### src/rtl/vld_pkg.sv
// Shared types and helpers for the valid-pipe credit controller.
package vld_pkg;

    typedef enum logic [1:0] {
        ST_IDLE  = 2'd0,
        ST_RUN   = 2'd1,
        ST_DRAIN = 2'd2
    } state_e;

    // Counter width large enough to hold every token the pipe plus buffer can own.
    function automatic int cnt_w(input int depth, input int latency);
        return $clog2(depth + latency + 1);
    endfunction

endpackage

### src/rtl/vld_dly_line.sv
// Fixed-latency valid delay line: dout is din delayed exactly LATENCY cycles.
module vld_dly_line #(
    parameter int LATENCY = 32
) (
    input  logic clk,
    input  logic rst,
    input  logic din,
    output logic dout
);

    logic [LATENCY-1:0] sr;

    // Free-running shift register; the datapath cannot stall, so neither can this.
    always_ff @(posedge clk or posedge rst) begin
        if (rst) begin
            sr <= '0;
        end else begin
            sr <= (sr << 1) | LATENCY'(din);
        end
    end

    assign dout = sr[LATENCY-1];

endmodule

### src/rtl/vld_pipe_credit_ctrl.sv
// Admission controller for a non-stallable LATENCY-deep pipe feeding a
// FIFO_DEPTH-entry buffer. A token is issued only when a buffer slot is
// reserved for it, so the buffer can never overflow.
module vld_pipe_credit_ctrl
    import vld_pkg::*;
#(
    parameter  int LATENCY    = 32,
    parameter  int FIFO_DEPTH = 64,
    localparam int CNT_W      = cnt_w(FIFO_DEPTH, LATENCY)
) (
    input  logic             clk,
    input  logic             rst,
    input  logic             enable,
    input  logic             flush,
    input  logic             s_valid,
    output logic             s_ready,
    output logic             pipe_en,
    output logic             pipe_vld_out,
    input  logic             fifo_pop,
    output logic [CNT_W-1:0] credits,
    output logic [CNT_W-1:0] inflight,
    output logic [CNT_W-1:0] occ,
    output logic             drain_done,
    output logic             err_underflow
);

    state_e state_q;
    state_e state_d;
    logic   pop_ok;

    // Ready depends only on registered state so upstream never sees a comb loop.
    assign s_ready = (state_q == ST_RUN) && (credits != '0);
    assign pipe_en = s_valid && s_ready;
    assign pop_ok  = fifo_pop && (occ != '0);

    vld_dly_line #(
        .LATENCY(LATENCY)
    ) u_dly_line (
        .clk (clk),
        .rst (rst),
        .din (pipe_en),
        .dout(pipe_vld_out)
    );

    // State register.
    always_ff @(posedge clk or posedge rst) begin
        if (rst) begin
            state_q <= ST_IDLE;
        end else begin
            state_q <= state_d;
        end
    end

    // Next-state decode; flush outranks enable while running.
    always_comb begin
        state_d    = state_q;
        drain_done = 1'b0;
        case (state_q)
            ST_IDLE: begin
                if (enable) begin
                    state_d = ST_RUN;
                end
            end
            ST_RUN: begin
                if (flush) begin
                    state_d = ST_DRAIN;
                end else if (!enable) begin
                    state_d = ST_IDLE;
                end
            end
            ST_DRAIN: begin
                if ((inflight == '0) && !pipe_en) begin
                    state_d    = ST_IDLE;
                    drain_done = 1'b1;
                end
            end
            default: begin
                state_d = ST_IDLE;
            end
        endcase
    end

    // In-flight count: issue adds, pipe exit removes, both together cancel.
    always_ff @(posedge clk or posedge rst) begin
        if (rst) begin
            inflight <= '0;
        end else if (pipe_en && !pipe_vld_out) begin
            inflight <= inflight + CNT_W'(1);
        end else if (!pipe_en && pipe_vld_out) begin
            inflight <= inflight - CNT_W'(1);
        end
    end

    // Buffer occupancy: arrival adds, accepted pop removes, both together cancel.
    always_ff @(posedge clk or posedge rst) begin
        if (rst) begin
            occ <= '0;
        end else if (pipe_vld_out && !pop_ok) begin
            occ <= occ + CNT_W'(1);
        end else if (!pipe_vld_out && pop_ok) begin
            occ <= occ - CNT_W'(1);
        end
    end

    // Credits are consumed at issue and returned at pop; a token moving from pipe to buffer keeps its credit.
    always_ff @(posedge clk or posedge rst) begin
        if (rst) begin
            credits <= CNT_W'(FIFO_DEPTH);
        end else if (pipe_en && !pop_ok) begin
            credits <= credits - CNT_W'(1);
        end else if (!pipe_en && pop_ok) begin
            credits <= credits + CNT_W'(1);
        end
    end

    // Sticky flag for a pop attempted against an empty buffer.
    always_ff @(posedge clk or posedge rst) begin
        if (rst) begin
            err_underflow <= 1'b0;
        end else if (fifo_pop && (occ == '0)) begin
            err_underflow <= 1'b1;
        end
    end

endmodule
### config.mk
export PLATFORM = sky130hd
export DESIGN_NAME = vld_pipe_credit_ctrl
export DESIGN_NICKNAME = d
export VERILOG_FILES = /design/src/rtl/vld_pkg.sv /design/src/rtl/vld_dly_line.sv /design/src/rtl/vld_pipe_credit_ctrl.sv
export SDC_FILE = /design/constraint.sdc
export NUM_CORES = 1
export LEC_CHECK = 0
export BUFFER_PORTS_ARGS = -buffer_cell sky130_fd_sc_hd__buf_2
export CORE_ASPECT_RATIO = 1.5
export CORE_MARGIN = 2
export CORE_UTILIZATION = 40
export CTS_CLUSTER_SIZE = 30
export DETAILED_ROUTE_END_ITERATION = 6
export PLACE_DENSITY = 0.66
export SYNTH_ARGS = -nofsm -noshare
export SYNTH_HDL_FRONTEND = slang
export SYNTH_SLANG_ARGS = --single-unit
### constraint.sdc
create_clock -name clk -period 3.57 [get_ports clk]
set_input_delay 0.357 -clock clk [delete_from_list [all_inputs] [get_ports clk]]
set_output_delay 0.357 -clock clk [all_outputs]
set_load 0.02 [all_outputs]
* Yosys cells after proc, flatten, opt, wreduce, memory -nomap -nowiden
Index checks and enable logic that the tools add are counted.
** Storage, ports and cells
- Flip-flop bits (word level) :: 56
- Latch bits :: 0
- Bits in writable memories :: 0
- Bits in read-only memories :: 0
- Bits of input ports :: 6
- Output and inout port bits :: 26
- Logic and storage cells :: 54
- Memories kept :: 0
** Operators by class
- $add $sub $neg :: 6
- Multipliers :: 0
- Divide/modulo/power cells :: 0
- $lt $le $gt $ge :: 0
- Equality and inequality tests :: 5
- Shifts and indexed selects :: 0
- Multiplexer cells :: 13
- Bitwise gates (word level) :: 1
- Reduce and logical (&&, ||, !) cells :: 23
** Operator list (number)
- 7-bit two-way mux :: 6
- 32-bit by 1-bit OR with 32-bit output :: 1
- 7-bit by 1-bit adder with 7-bit output (second input constant) :: 3
- 7-bit by 1-bit subtractor with 7-bit output (second input constant) :: 3
- 7-bit logical NOT :: 2
- 7-bit nonzero test :: 2
- 1-bit logical AND :: 11
- 2-bit two-way mux :: 4
- 2-bit one-hot mux with 3 select lines :: 1
- 2-bit nonzero test :: 3
- 2-bit != test (second input constant) :: 2
- 1-bit logical NOT :: 3
- 3-bit != test (second input constant) :: 1
- 3-bit AND reduction :: 1
- 2-bit by 1-bit == test with 1-bit output (second input constant) :: 1
- 2-bit == test (second input constant) :: 1
- 2-bit logical NOT :: 1
- 1-bit two-way mux :: 2

* Logic depth before layout (Yosys ltp)
- Depth in word-level cells :: 7
- Mapped depth :: 12
- Mapped depth without buffers :: 12

* Cells and area by module
From an unflattened synthesis, not the netlist that was laid out.
** Unflattened totals
- Cells, all modules :: 214
- Area total of the unflattened synthesis :: 2531.2 µm²
** Modules (own cells, without submodules)
- vld_pipe_credit_ctrl :: times used 1, cells each 181, area each 1726.7 µm², seq. area each 601.8 µm²
- vld_dly_line :: times used 1, cells each 33, area each 804.5 µm², seq. area each 800.8 µm²

* Worst setup path after synthesis
OpenSTA, ideal clock, no wires.
- Path type :: register to register
- Start point :: register credits[6]
- End point :: register credits[6]
- Library setup time :: 83 ps
- Data arrival time :: 3387 ps
- Required time :: 3487 ps
- Slack :: 100 ps
- Cell stages (with the launch flop) :: 13
- Path buffers :: 0
- Clock period less this slack :: 3470 ps
- Path through :: dfstp_2 -> or4_1 -> nor4_1 -> nor3b_1 -> and2_1 -> ha_1 -> inv_1 -> fa_1 -> nor2b_4 -> o31a_1 -> nor4_1 -> or3_1 -> xor2_1
** On the way
- Cells in the longest elaborated chain, start to end :: 6
- Elaborated cells between the ends (all ways) :: 11
- Those cells by class :: add/sub: 2; mux: 2; reduce/logical: 7
** Ends and longest elaborated chain
- start, declared :: RTL line vld_pipe_credit_ctrl.sv:20 : output logic [CNT_W-1:0] credits,
- start signal, assigned :: RTL line vld_pipe_credit_ctrl.sv:108 : credits <= CNT_W'(FIFO_DEPTH);
- start signal, assigned :: RTL line vld_pipe_credit_ctrl.sv:110 : credits <= credits - CNT_W'(1);
- start signal, assigned :: RTL line vld_pipe_credit_ctrl.sv:112 : credits <= credits + CNT_W'(1);
- 7-bit nonzero test * :: RTL line vld_pipe_credit_ctrl.sv:32 : assign s_ready = (state_q == ST_RUN) && (credits != '0);
- 1-bit logical AND * :: RTL line vld_pipe_credit_ctrl.sv:32
- via s_ready :: RTL line vld_pipe_credit_ctrl.sv:16 : output logic s_ready,
- 1-bit logical AND * :: RTL line vld_pipe_credit_ctrl.sv:33 : assign pipe_en = s_valid && s_ready;
- via pipe_en :: RTL line vld_pipe_credit_ctrl.sv:17 : output logic pipe_en,
- 1-bit logical NOT :: RTL line vld_pipe_credit_ctrl.sv:111 : end else if (!pipe_en && pop_ok) begin
- 1-bit logical AND :: RTL line vld_pipe_credit_ctrl.sv:111
- 2-bit nonzero test (no source line)
Mark *: on every way through the listed nets, which the timed path passes. The rest lies on a longest branch. The select of a mux whose other input is x is not followed.
A chain may end at the register's enable or synchronous reset.

* Worst setup path after layout
- Start point :: register occ[0]
- End point :: register credits[6]
** On the way
- Cells in the longest elaborated chain, start to end :: 5
- Elaborated cells between the ends (all ways) :: 7
- Those cells by class :: mux: 1; reduce/logical: 6
** Ends and longest elaborated chain
- start, declared :: RTL line vld_pipe_credit_ctrl.sv:22 : output logic [CNT_W-1:0] occ,
- start signal, assigned :: RTL line vld_pipe_credit_ctrl.sv:99 : occ <= occ + CNT_W'(1);
- start signal, assigned :: RTL line vld_pipe_credit_ctrl.sv:101 : occ <= occ - CNT_W'(1);
- 7-bit nonzero test * :: RTL line vld_pipe_credit_ctrl.sv:34 : assign pop_ok = fifo_pop && (occ != '0);
- 1-bit logical AND * :: RTL line vld_pipe_credit_ctrl.sv:34
- 1-bit logical NOT :: RTL line vld_pipe_credit_ctrl.sv:109 : end else if (pipe_en && !pop_ok) begin
- 1-bit logical AND :: RTL line vld_pipe_credit_ctrl.sv:109
- 7-bit two-way mux / 2-bit nonzero test (equally long branches)
Mark *: on every way between the ends. The rest lies on a longest branch, timed or not.

==> impl_metrics.env <==
export IMPL_path_max_fanout=9
export IMPL_drive_gt1_frac=0.184
export IMPL_hold_viol_final=0
export IMPL_clock_fmax_mhz=303
export IMPL_r2r_start="occ[0]"
export IMPL_cts_setup_buffers=0
export IMPL_synth_top_family_by_area="compound AO/OA/AOI/OAI gates"
export IMPL_setup_viol=0
export IMPL_synth_async_sr_flop_share=1.00
export IMPL_postRouteAntennaNets=0
export IMPL_synthesis_instances=213
export IMPL_fin_ws_ns=0.272
export IMPL_wl_um=4570
export IMPL_ys_flop_type="dfrtp_1"
export IMPL_reg2reg_to="credits[6]"
export IMPL_ir_worst_vdd_v=0.000422
export IMPL_grt_setup_unrepaired="false"
export IMPL_start_kind="flip-flop"
export IMPL_yosysSeqAreaShare=0.560
export IMPL_synth_seq_cells=56
export IMPL_clk_latency_ns=0.32
export IMPL_clk_path_buf_depth=2
export IMPL_synth_most_common_cell="dfrtp_1"
export IMPL_dp_slack_ns=0.212
export IMPL_criticalPathCategory="flip-flop to flip-flop"
export IMPL_setup_tns_ns=0
export IMPL_grt_usage=0.154
export IMPL_power_leakage_nw=1.37
export IMPL_finalCritPeriodShare=0.924
export IMPL_cts_buffers_inserted=5
export IMPL_wl_per_cell_um=14.1
export IMPL_syn_area_per_cell_um2=11.8
export IMPL_hold_path_class="input port to asynchronous set/reset pin"
export IMPL_place_gp_congestion=0.800
export IMPL_startpoint="occ[0]"
export IMPL_synth_distinct_cells=35
export IMPL_dr_pass1_iters=4
export IMPL_crit_required_ns=3.83
export IMPL_synth_mux_area_frac=0.0130
export IMPL_cellPowerDensity_mw_per_mm2=913
export IMPL_reg2reg_slack_ns=0.27
export IMPL_io_pins=32
export IMPL_synthXorXnorAreaFrac=0.0420
export IMPL_synthTopCellsByArea="dfrtp_1, ha_1, o21ai_0"
export IMPL_cts_root_buffer="clkbuf_8"
export IMPL_p_total_mw=2.59
export IMPL_antennaDiodeCount=0
export IMPL_synthAdderAreaFrac=0.119
export IMPL_synthTopCellsByCount="dfrtp_1, ha_1, nand2_1, o21ai_0, a21oi_1"
export IMPL_critPathArrivalTime_ns=3.56
export IMPL_htreeDepth=2
export IMPL_drv_cap=0
export IMPL_maxSlewViolCount=0
export IMPL_vias=1673
export IMPL_maxSlewHeadroom=0.601
export IMPL_synth_warnings=0
export IMPL_io_buffers=31
export IMPL_area_growth_pct=13.4
export IMPL_grt_overflow=0
export IMPL_netlist_area_leader_share=0.550
export IMPL_end_kind="flip-flop"
export IMPL_min_period_ns=3.30
export IMPL_row_count=35
export IMPL_cts_tree="done"
export IMPL_synth_edff_count=0
export IMPL_die_h_um=101
export IMPL_cts_sinks=56
export IMPL_antenna_found_initial=0
export IMPL_synthSimpleGateAreaFrac=0.121
export IMPL_detailed_place_hpwl_um=3260
export IMPL_grt_first_pass_wirelength_um=7980
export IMPL_synth_largest_area_cell="dfrtp_1"
export IMPL_crit_end="credits[6]"
export IMPL_die_area_mm2=0.00692
export IMPL_tightest_slew_ns=0.597
export IMPL_viasPerCell=5.16
export IMPL_design_core_area_mm2=0.00609
export IMPL_status="completed"
export IMPL_reg2reg_depth=11
export IMPL_nFillCells=572
export IMPL_fin_skew_ns=0.0160
export IMPL_cts_clk_slew_worst_paths_ns=0.11
export IMPL_die_w_um=68.6
export IMPL_drcViolationCount=0
export IMPL_mappedNetlistNets=241
export IMPL_initial_core_util=0.411
export IMPL_grt_pass1_vias=1679
export IMPL_first_iter_violations=82
export IMPL_grt_max_degree=30
export IMPL_fin_nets=277
export IMPL_synth_compound_area_frac=0.123
export IMPL_synth_area_mm2=0.00250
==> sequential cells by signal, summed over array words and instances (netlist names) <==
signal / count
credits: 7
u_dly_line.sr: 32
err_underflow: 1
state_q: 2
occ: 7
inflight: 7
==> cell usage in the layout (no fill, tap or decap), types with 2 or more instances in the layout <==
master      n
or4_1       4
inv_1      10
xor2_1      7
nor4_1      4
a211oi_1    6
a2bb2oi_1   2
nand2b_1    2
nor2_1     10
nor3_1      5
ha_1       18
o21ai_0    13
o311ai_1    3
dfrtp_1    55
a21oi_1    12
mux2_2      2
buf_2      31
o21ai_1     2
nor3b_1     5
nor2b_1     3
nand3_1     3
o31ai_1     2
clkbuf_8    5
fa_1        3
xnor2_1     5
a21o_1      6
nand2_1    16
==> metal layers <==
| layer | routed length [um] | vias up | global-route usage | part of all wire |
|---|---|---|---|---|
| met5 | 0 | - | 0 | 0 |
| met1 | 2120 | 804 | 0.213 | 0.46 |
| li1 | - | 826 | - | - |
| met3 | 174 | 11 | 0.0302 | 0.038 |
| met2 | 2120 | 32 | 0.228 | 0.46 |
| met4 | 161 | 0 | 0.0785 | 0.035 |
==> where the power goes <==
| part | switching (mW) | internal (mW) | leakage, nW |
|---|---|---|---|
| sequential | 0.179 | 0.844 | 0.723 |
| combinational | 0.707 | 0.513 | 0.605 |
| clock | 0.210 | 0.140 | 0.0445 |
| total | 1.10 | 1.50 | 1.37 |
==> through the flow <==
step / area, um^2 / instances / hold WS, ns / utilization
5_1_grt: 2840 / 324 / 0.141 / 0.467
4_1_cts: 2840 / 324 / 0.101 / 0.466
2_1_floorplan: 2500 / 213 / 0.331 / -
6_report: 2840 / 324 / 0.0946 / 0.467
3_5_place_dp: 2750 / 316 / 0.336 / 0.451
3_3_place_gp: 2750 / 316 / 0.337 / 0.451
==> worst max-delay path: stages, from the launching register on <==
cell,delay [ns]
dfrtp_1,0.45
or4_1,0.55
nor4_1,0.28
nand2b_1,0.21
ha_2,0.30
inv_1,0.08
fa_1,0.44
nor2b_4,0.15
o31a_1,0.18
nor4_1,0.06
or3_1,0.39
xor2_1,0.15
==> worst min path at each step <==
| stage | slack, ns | cells after the start | end |
|---|---|---|---|
| 2_1_floorplan | 0.33 | 0 | u_dly_line.sr[10] |
| 3_3_place_gp | 0.34 | 0 | u_dly_line.sr[10] |
| 3_5_place_dp | 0.34 | 0 | u_dly_line.sr[11] |
| 4_1_cts | 0.10 | 2 | u_dly_line.sr[1] |
| 5_1_grt | 0.14 | 2 | u_dly_line.sr[13] |
| 6_report | 0.09 | 2 | state_q[1] |
==> layout make-up <==
type / instances / area (um^2) / area share
clock inverters: 3 / 21.3 / 0.00749
multi-input cells: 143 / 1050 / 0.370
well taps: 74 / 92.6 / 0.0326
clock buffers: 5 / 68.8 / 0.0242
flip-flops and latches: 56 / 1400 / 0.494
repair buffers: 32 / 163 / 0.0573
inverters: 11 / 41.3 / 0.0145
==> repair_timing <==
item,in CTS,in global routing
endpoints found under the setup margin,0,1
gates resized for setup,0,1
endpoints found under the hold margin,0,0
hold buffers,0,0
==> kinds of logic (layout without fill, tap and decap cells) <==
family	count (synthesis)	in the layout
DFF	56	56
xor gates and xnor gates	12	12
muxes	3	3
buffers and inverters	14	51
and+or+nand+nor	57	57
adders and majority gates	22	22
AOI/OAI and AO/OA	49	49
Note: power is estimated with default switching activity, not from simulation.
